==> config.mk <==
export PLATFORM = sky130hd
export DESIGN_NAME = rf_scoreboard
export DESIGN_NICKNAME = d
export VERILOG_FILES = /design/src/rtl/rf_scoreboard.sv
export SDC_FILE = /design/constraint.sdc
export NUM_CORES = 1
export LEC_CHECK = 0
export ABC_AREA = 1
export CAP_MARGIN = 20
export CORE_MARGIN = 3
export CORE_UTILIZATION = 40
export CTS_BUF_LIST = sky130_fd_sc_hd__clkbuf_4 sky130_fd_sc_hd__clkbuf_8
export CTS_CLUSTER_DIAMETER = 60
export CTS_CLUSTER_SIZE = 25
export DETAILED_ROUTE_END_ITERATION = 6
export GPL_TIMING_DRIVEN = 0
export PLACE_DENSITY = 0.65
export SLEW_MARGIN = 25
export SYNTH_ARGS = -nofsm -noshare
export SYNTH_HDL_FRONTEND = slang
export SYNTH_SLANG_ARGS = --single-unit
==> constraint.sdc <==
create_clock -name clk -period 2.85 [get_ports clk]
set_input_delay 0.57 -clock clk [delete_from_list [all_inputs] [get_ports clk]]
set_output_delay 0.57 -clock clk [all_outputs]
set_load 0.01 [all_outputs]
==> src/rtl/rf_scoreboard.sv <==
// rf_scoreboard: parametrised bypassed register file with a per-register
// pending-write scoreboard that drives decode RAW/saturation stalls.
module rf_scoreboard #(
    parameter int WIDTH    = 16,
    parameter int NUM_REGS = 8,
    parameter int ADDR_W   = 3,
    parameter int CNT_W    = 2,
    parameter bit ZERO_R0  = 1'b0
) (
    input  logic              clk,
    input  logic              rst,
    input  logic [ADDR_W-1:0] rd1_sel,
    input  logic [ADDR_W-1:0] rd2_sel,
    input  logic              rd1_used,
    input  logic              rd2_used,
    output logic [WIDTH-1:0]  rd1_data,
    output logic [WIDTH-1:0]  rd2_data,
    input  logic              wr_en,
    input  logic [ADDR_W-1:0] wr_sel,
    input  logic [WIDTH-1:0]  wr_data,
    input  logic              iss_valid,
    input  logic              iss_wr,
    input  logic [ADDR_W-1:0] iss_sel,
    output logic              stall,
    output logic              err_reg
);
    localparam logic [ADDR_W:0]  NREG    = NUM_REGS[ADDR_W:0];
    localparam logic [CNT_W-1:0] CNT_MAX = '1;
    localparam logic [CNT_W-1:0] CNT_ONE = CNT_W'(1);

    logic [WIDTH-1:0] regs [NUM_REGS];
    logic [CNT_W-1:0] cnt  [NUM_REGS];
    logic [WIDTH-1:0] rd1_raw, rd2_raw;
    logic [CNT_W-1:0] c1, c2, ci;
    logic             wr_ok, inc;

    function automatic logic in_range(input logic [ADDR_W-1:0] sel);
        return {1'b0, sel} < NREG;
    endfunction

    function automatic logic legal(input logic [ADDR_W-1:0] sel);
        return in_range(sel) && !(ZERO_R0 && sel == '0);
    endfunction

    // A single outstanding write landing this cycle is covered by the bypass.
    function automatic logic pend(input logic [CNT_W-1:0] c, input logic [ADDR_W-1:0] sel);
        return c != '0 && !(c == CNT_ONE && wr_ok && wr_sel == sel);
    endfunction

    always_comb begin
        rd1_raw = '0;
        rd2_raw = '0;
        c1 = '0;
        c2 = '0;
        ci = '0;
        for (int i = 0; i < NUM_REGS; i++) begin
            if (rd1_sel == ADDR_W'(i)) begin
                rd1_raw = regs[i];
                c1 = cnt[i];
            end
            if (rd2_sel == ADDR_W'(i)) begin
                rd2_raw = regs[i];
                c2 = cnt[i];
            end
            if (iss_sel == ADDR_W'(i)) ci = cnt[i];
        end
    end

    assign wr_ok    = wr_en && legal(wr_sel);
    assign rd1_data = (!rst || !legal(rd1_sel)) ? '0 : (wr_ok && wr_sel == rd1_sel) ? wr_data : rd1_raw;
    assign rd2_data = (!rst || !legal(rd2_sel)) ? '0 : (wr_ok && wr_sel == rd2_sel) ? wr_data : rd2_raw;
    assign stall    = rst && iss_valid && ((rd1_used && pend(c1, rd1_sel)) ||
                                           (rd2_used && pend(c2, rd2_sel)) ||
                                           (iss_wr && ci == CNT_MAX));
    assign err_reg  = rst && ((rd1_used && !in_range(rd1_sel)) || (rd2_used && !in_range(rd2_sel)) ||
                              (wr_en && !in_range(wr_sel)) || (iss_valid && iss_wr && !in_range(iss_sel)));
    assign inc      = iss_valid && iss_wr && !stall && legal(iss_sel);

    always_ff @(posedge clk or negedge rst) begin
        if (!rst) begin
            for (int i = 0; i < NUM_REGS; i++) begin
                regs[i] <= '0;
                cnt[i]  <= '0;
            end
        end else begin
            for (int i = 0; i < NUM_REGS; i++) begin
                if (wr_ok && wr_sel == ADDR_W'(i)) regs[i] <= wr_data;
                cnt[i] <= cnt[i] + CNT_W'(inc && iss_sel == ADDR_W'(i))
                                 - CNT_W'(wr_ok && wr_sel == ADDR_W'(i) && cnt[i] != '0);
            end
        end
    end
endmodule

==> run summary, run 1 <==
Met1 Usage GRT - 33.7%
Storage element area - 3600 sq um
# IOs - 69
Crit. End Element - output pin
Critical register-to-register path startpoint - cnt[15]
Area growth syn-to-layout - 25.0%
Worst Path Arrival - 2.27 ns
Met2 usage - 40.4%
Yosys Warn Count - 0
Crit path kind - in2out
Later-pin clock latency in the skew report - 0.46 ns
Yosys cell types - 35
Most common cell after layout, fill and taps aside - nand2_1
Vert. Die Dim - 149 um
Fill cells - 1952
Die X - 149 um
Worst vdd ir - 0.318 mV
Vias in the first global route - 8224
Startpoint Class - primary input
Sum Neg Setup Slack - 0 ns
Hold Fails Final Rpt - 0
Async SR Flop Fraction - 100%
Core ar. - 19800 sq um
CP max-delay cell - dlygate4sd2_1
Die area - 22300 sq um
Post-synthesis sequential area ratio - 43.8%
Synth area leader - dfrtp_1
Min cycle time layout - 2.84 ns
Most Frequent Cell on Critical Path - nand3_1
Busiest grt layer - met2
Initial core utilization - 41.4%
WL/cell - 18.4 um
Cell family with most CP delay - buffers and inverters
Drt first pass iters - 6
GR Util met3 - 4.44%
Layout cells sized above 1 - 14.9%
Worst R2R Setup Slack - 0.24 ns
Post-DP HPWL - 19.8 mm
Skew final - 0.00632 ns
Syn Std Cell Area - 8230 sq um
Post-Syn Nets - 1149
Sequence of cells on the critical path - buf_12 > clkinvlp_4 > buf_4 > nand3_4 > inv_2 > buf_6 > a21oi_2 > nand3_1 > o21ai_2 > o2111ai_1 > nand3_1 > inv_1 > dlygate4sd2_1
Yosys reg bits - 144
Vias/cell - 5.65
CP startpoint - rd1_sel[0]
ANT cells - 0
Routability cong. - 0.910
Synth top area cells - dfrtp_1 44%, o21ai_0 11%, nand2_1 11%, a21oi_1 6.8%, inv_1 5.4%
Share of the synthesized area in the top cell type - 43.8%
NumNets Final - 1266
Grt ovf - 0
R2R depth - 16
Clock sink count - 144
Crit Path Max Fanout - 10
Root buf cell - clkbuf_8
Cells after synthesis - 1098
Drc violations - 0
FF-to-FF End - cnt[7]
CTS clock-pin slew for the worst setup and hold paths - 0.09 ns
Hold Crit Class - in2async
Final Setup Violations - 0
Crit path required time - 2.28 ns
Fin cells - 1493
Final antenna-violating net count - 0
Mean Syn Cell Area - 7.49 sq um
CTS tree - done
Main synth FF type - dfrtp_1
CTS Buf Count - 17
Worst stage delay on the critical path - 0.27 ns
EDFF count, synth - 0
Starting DRC count in detailed routing - 776
Tightest Pin Transition - 0.590 ns
Final worst-path cycle share - 99.5%
Area of the multi-input gates - 4170 sq um
Pwr Density - 590 nW/um^2
Max Buffers Root-to-Sink - 2
First-pass GRT wire length - 43.4 mm
# rows - 51
Initial antenna violation count - 0
Post-Route WL - 27.5 mm
Commonest cells after routing, fill and taps aside - 239 x nand2_1, 173 x o21ai_0, 144 x dfrtp_1
LEAKAGE - 4.82 nW
DR vias - 8438
Max-slew violation count - 0
H-tree depth - 4
Status - completed
Buf/Inv on CP - 7
Slew HR - 60.7%
Largest net degree at the start of global routing - 59
Buffers on Ports - 63
Max cap viols - 0
Placed insts - 1428
Total GRT Usage - 24.8%
Fmax - 353 MHz
Total chip power - 0.00607 W
==> report_power, final <==
part           total, W  switching, W  internal [W]
combinational   0.00157      0.000942      0.000624
clock           0.00161      0.000876      0.000739
sequential      0.00289      0.000383       0.00250
==> sequential cells by signal (all words and copies together), names as in the netlist <==
name,flops
regs,128
cnt,16
==> kinds of logic after synthesis <==
family	after synthesis	share of synthesized area [%]
compound gates	365	24.1
xor+xnor	16	1.70
fa+ha+maj	16	2.43
buf+inv	182	8.67
flops	144	43.8
other cells	1	0.0456
simple gates	374	19.2
==> timing repair <==
| action | in CTS | in global routing |
|---|---|---|
| cloned | 2 | 0 |
| endpoints found under the hold margin | 40 | 0 |
| resized for setup | 188 | 46 |
| setup endpoints to repair | 49 | 36 |
| buffers inserted | 26 | 4 |
| pin swaps | 15 | 12 |
| hold buffers | 1 | 0 |
==> cells in the mapped netlist, drive strengths merged, types with 2 or more instances <==
cell type and instances:
xor2 6, a21oi 111, o21ai 187, clkbuf 36, buf 15, ha 16, inv 129, a31oi 6
nor3 16, o2111ai 9, nand4 9, dfrtp 144, xnor2 10, clkinv 2, nor2 57, nand3 47
o22ai 23, o211ai 17, nand2 245, o221ai 8
==> layout make-up <==
cell class              count  area share, %
inverters                 131           5.10
clock buffers              19           2.48
flip-flops and latches    144           35.0
repair buffers             98           9.04
well taps                 265           3.22
clock inverters            13           1.27
multi-input cells         772           40.5
plain buffers              51           3.33
==> worst max path at each step <==
| stage | end | slack [ns] | depth (start not counted) |
|---|---|---|---|
| global route | cnt[7] | -0.01 | 19 |
| finish | rd1_data[10] | 0.01 | 13 |
| CTS | rd1_data[14] | -0.08 | 14 |
| global placement | rd1_data[13] | -5.58 | 5 |
| detailed placement | rd1_data[14] | -1.03 | 10 |
| floorplan | cnt[7] | 0.22 | 18 |
==> metal layers <==
layer / vias up / share of wire (%)
met1: 4098 / 43
met5: - / 0
met2: 339 / 47
met4: 0 / 2.7
li1: 3942 / -
met3: 59 / 7.0
==> worst register-to-register path, stage by stage (launching register included) <==
cell     delay [ns]
dfrtp_1        0.42
inv_1          0.12
nor2_1         0.07
nor3_2         0.22
nand3_1        0.14
nor2_1         0.11
nand3_1        0.08
nand2_1        0.10
nand3_2        0.10
nand2_4        0.08
buf_6          0.13
nand3_1        0.08
ha_1           0.29
inv_1          0.04
ha_1           0.20
xnor2_2        0.16
xor2_1         0.20
==> through the flow <==
| stage | instance area, sq um | util [%] | hold slack, ns | worst slack, ns |
|---|---|---|---|---|
| finish | 10300 | 51.8 | 0.0699 | 0.0147 |
| floorplan | 8230 | - | 0.274 | 0.221 |
| global route | 10300 | 51.8 | 0.0603 | -0.0137 |
| CTS | 10200 | 51.6 | 0.0642 | -0.0840 |
| global placement | 9190 | 46.3 | 0.466 | -5.58 |
| detailed placement | 9250 | 46.6 | 0.473 | -1.03 |
(Power assumes the default switching activity.)
==> inputs of run 2 (changes only) <==
- CORE_UTILIZATION: 40 -> 49
- PLACE_DENSITY: 0.65 -> 0.75
==> run summary, run 2 (synthesis results as in run 1) <==
Startpoint Class - primary input
Initial antenna violation count - 0
Drc violations - 0
Util after Layout - 63.1%
Max-slew violation count - 0
Die area - 18400 sq um
Min cycle time layout - 2.86 ns
Status - finished, violations left
CTS Buf Count - 17
Area growth syn-to-layout - 24.1%
Biggest regs - regs x128, cnt x16
WL/cell - 19.0 um
Crit path required time - 2.28 ns
Routability cong. - 0.912
Skew final - 0.0129 ns
Core ar. - 16200 sq um
Commonest cells after routing, fill and taps aside - 236 x nand2_1, 175 x o21ai_0, 142 x dfrtp_1
Drt first pass iters - 6
Max Buffers Root-to-Sink - 2
Crit Path Max Fanout - 9
LEAKAGE - 4.81 nW
Tightest Pin Transition - 0.570 ns
Largest net degree at the start of global routing - 41
Later-pin clock latency in the skew report - 0.47 ns
Crit. End Element - output pin
NumNets Final - 1260
Buffers on Ports - 63
CTS tree - done
Layout cells sized above 1 - 15.8%
Final antenna-violating net count - 0
Worst Path Arrival - 2.29 ns
Placed insts - 1378
ANT cells - 0
Max cap viols - 0
Hold Crit Class - in2async
Hold Fails Final Rpt - 0
DR vias - 8617
Final critical-path setup slack - -0.0134 ns
Final worst-path cycle share - 100%
Vert. Die Dim - 136 um
Crit path kind - in2out
Vias in the first global route - 8371
Post-Route WL - 27.3 mm
Total GRT Usage - 30.2%
CTS clock-pin slew for the worst setup and hold paths - 0.08 ns
Worst vdd ir - 0.506 mV
Pwr Density - 612 nW/um^2
Vias/cell - 5.99
Final Setup Violations - 1
Biggest register - regs
Root buf cell - clkbuf_8
RSZ-0062 raised after global routing - true
# rows - 46
Initial core utilization - 50.9%
H-tree depth - 4
Slew HR - 62.0%
Fin cells - 1438
Fmax - 349 MHz
Die X - 136 um
First-pass GRT wire length - 42.9 mm
Most common cell after layout, fill and taps aside - nand2_1
Largest register FFs - 128
Clock sink count - 144
Post-DP HPWL - 19.2 mm
Failing checks - negative setup slack
# IOs - 69
Starting DRC count in detailed routing - 933
Grt ovf - 0
-- run 2: cell count changes in the layout (fill, tap and decap cells not counted), sizes merged --
cell	before	now
buf	61	52
bufbuf	1	2
bufinv	1	3
clkbuf	60	67
clkdlybuf4s15	8	4
clkinv	5	6
clkinvlp	5	4
dlygate4sd2	18	16
inv	133	132
-- run 2: critical path, cell delays in order --
cell,delay (ns)
buf_12,0.12
clkinvlp_4,0.13
nor3_4,0.25
buf_6,0.16
buf_4,0.12
inv_2,0.08
o22ai_2,0.11
a21oi_1,0.08
o211ai_1,0.13
o22ai_1,0.12
a21oi_1,0.17
clkdlybuf4s15_2,0.25
-- run 2: stage by stage --
step / setup WS [ns] / setup TNS [ns] / instance area (sq um) / hold WS, ns / power, W
after floorplan: 0.221 / 0 / 8230 / 0.274 / 0.00377
after global placement: -5.35 / -937.91 / 9130 / 0.467 / 0.00431
after detailed placement: -1.07 / -40.05 / 9160 / 0.473 / 0.00437
after CTS: -0.0416 / -0.0565 / 10100 / 0.0634 / 0.00617
after global routing: -0.0257 / -0.0875 / 10200 / 0.0624 / 0.00660
final: -0.0134 / -0.0134 / 10200 / 0.0616 / 0.00625
-- run 2: what timing repair did --
item	CTS	global route
pin swaps	11	15
setup endpoints to repair	49	39
hold buffers	1	0
resized for setup	176	74
buffers inserted	19	6
endpoints found under the hold margin	34	0
cloned	2	0
-- run 2: cell type report --
cell class | count | area (sq um)
plain buffers | 51 | 338
clock buffers | 18 | 248
clock inverters | 14 | 178
fillers | 1444 | 5960
inverters | 131 | 522
multi-input cells | 772 | 4180
flip-flops and latches | 144 | 3610
well taps | 216 | 270
repair buffers | 92 | 868
-- run 2: report_power, final --
| part | total (W) | switching [W] | internal, W | leakage, nW |
|---|---|---|---|---|
| sequential | 0.00290 | 0.000393 | 0.00251 | 1.78 |
| clock | 0.00177 | 0.000874 | 0.000901 | 0.208 |
| combinational | 0.00157 | 0.000953 | 0.000622 | 2.82 |
| total | 0.00625 | 0.00222 | 0.00403 | 4.81 |
-- run 2: worst paths after layout --
path / from / end / slack, ns / depth (start not counted)
setup / recovery: rd1_sel[0] / rd1_data[11] / -0.01 / 12
hold / removal: rst / regs[85] / 0.06 / 2
setup reg to reg: cnt[15] / cnt[13] / 0.25 / 16
hold reg to reg: regs[116] / regs[116] / 0.49 / 2
max in group asynchronous: rst / cnt[11] / 2.42 / 2
min in group clk: regs[116] / regs[116] / 0.49 / 2
-- run 2: metal layers --
layer / GRT usage, % / share of wire, %
met1: 39.5 / 41
met2: 49.6 / 48
met3: 5.79 / 8.1
met4: 12.1 / 3.3
met5: 0 / 0
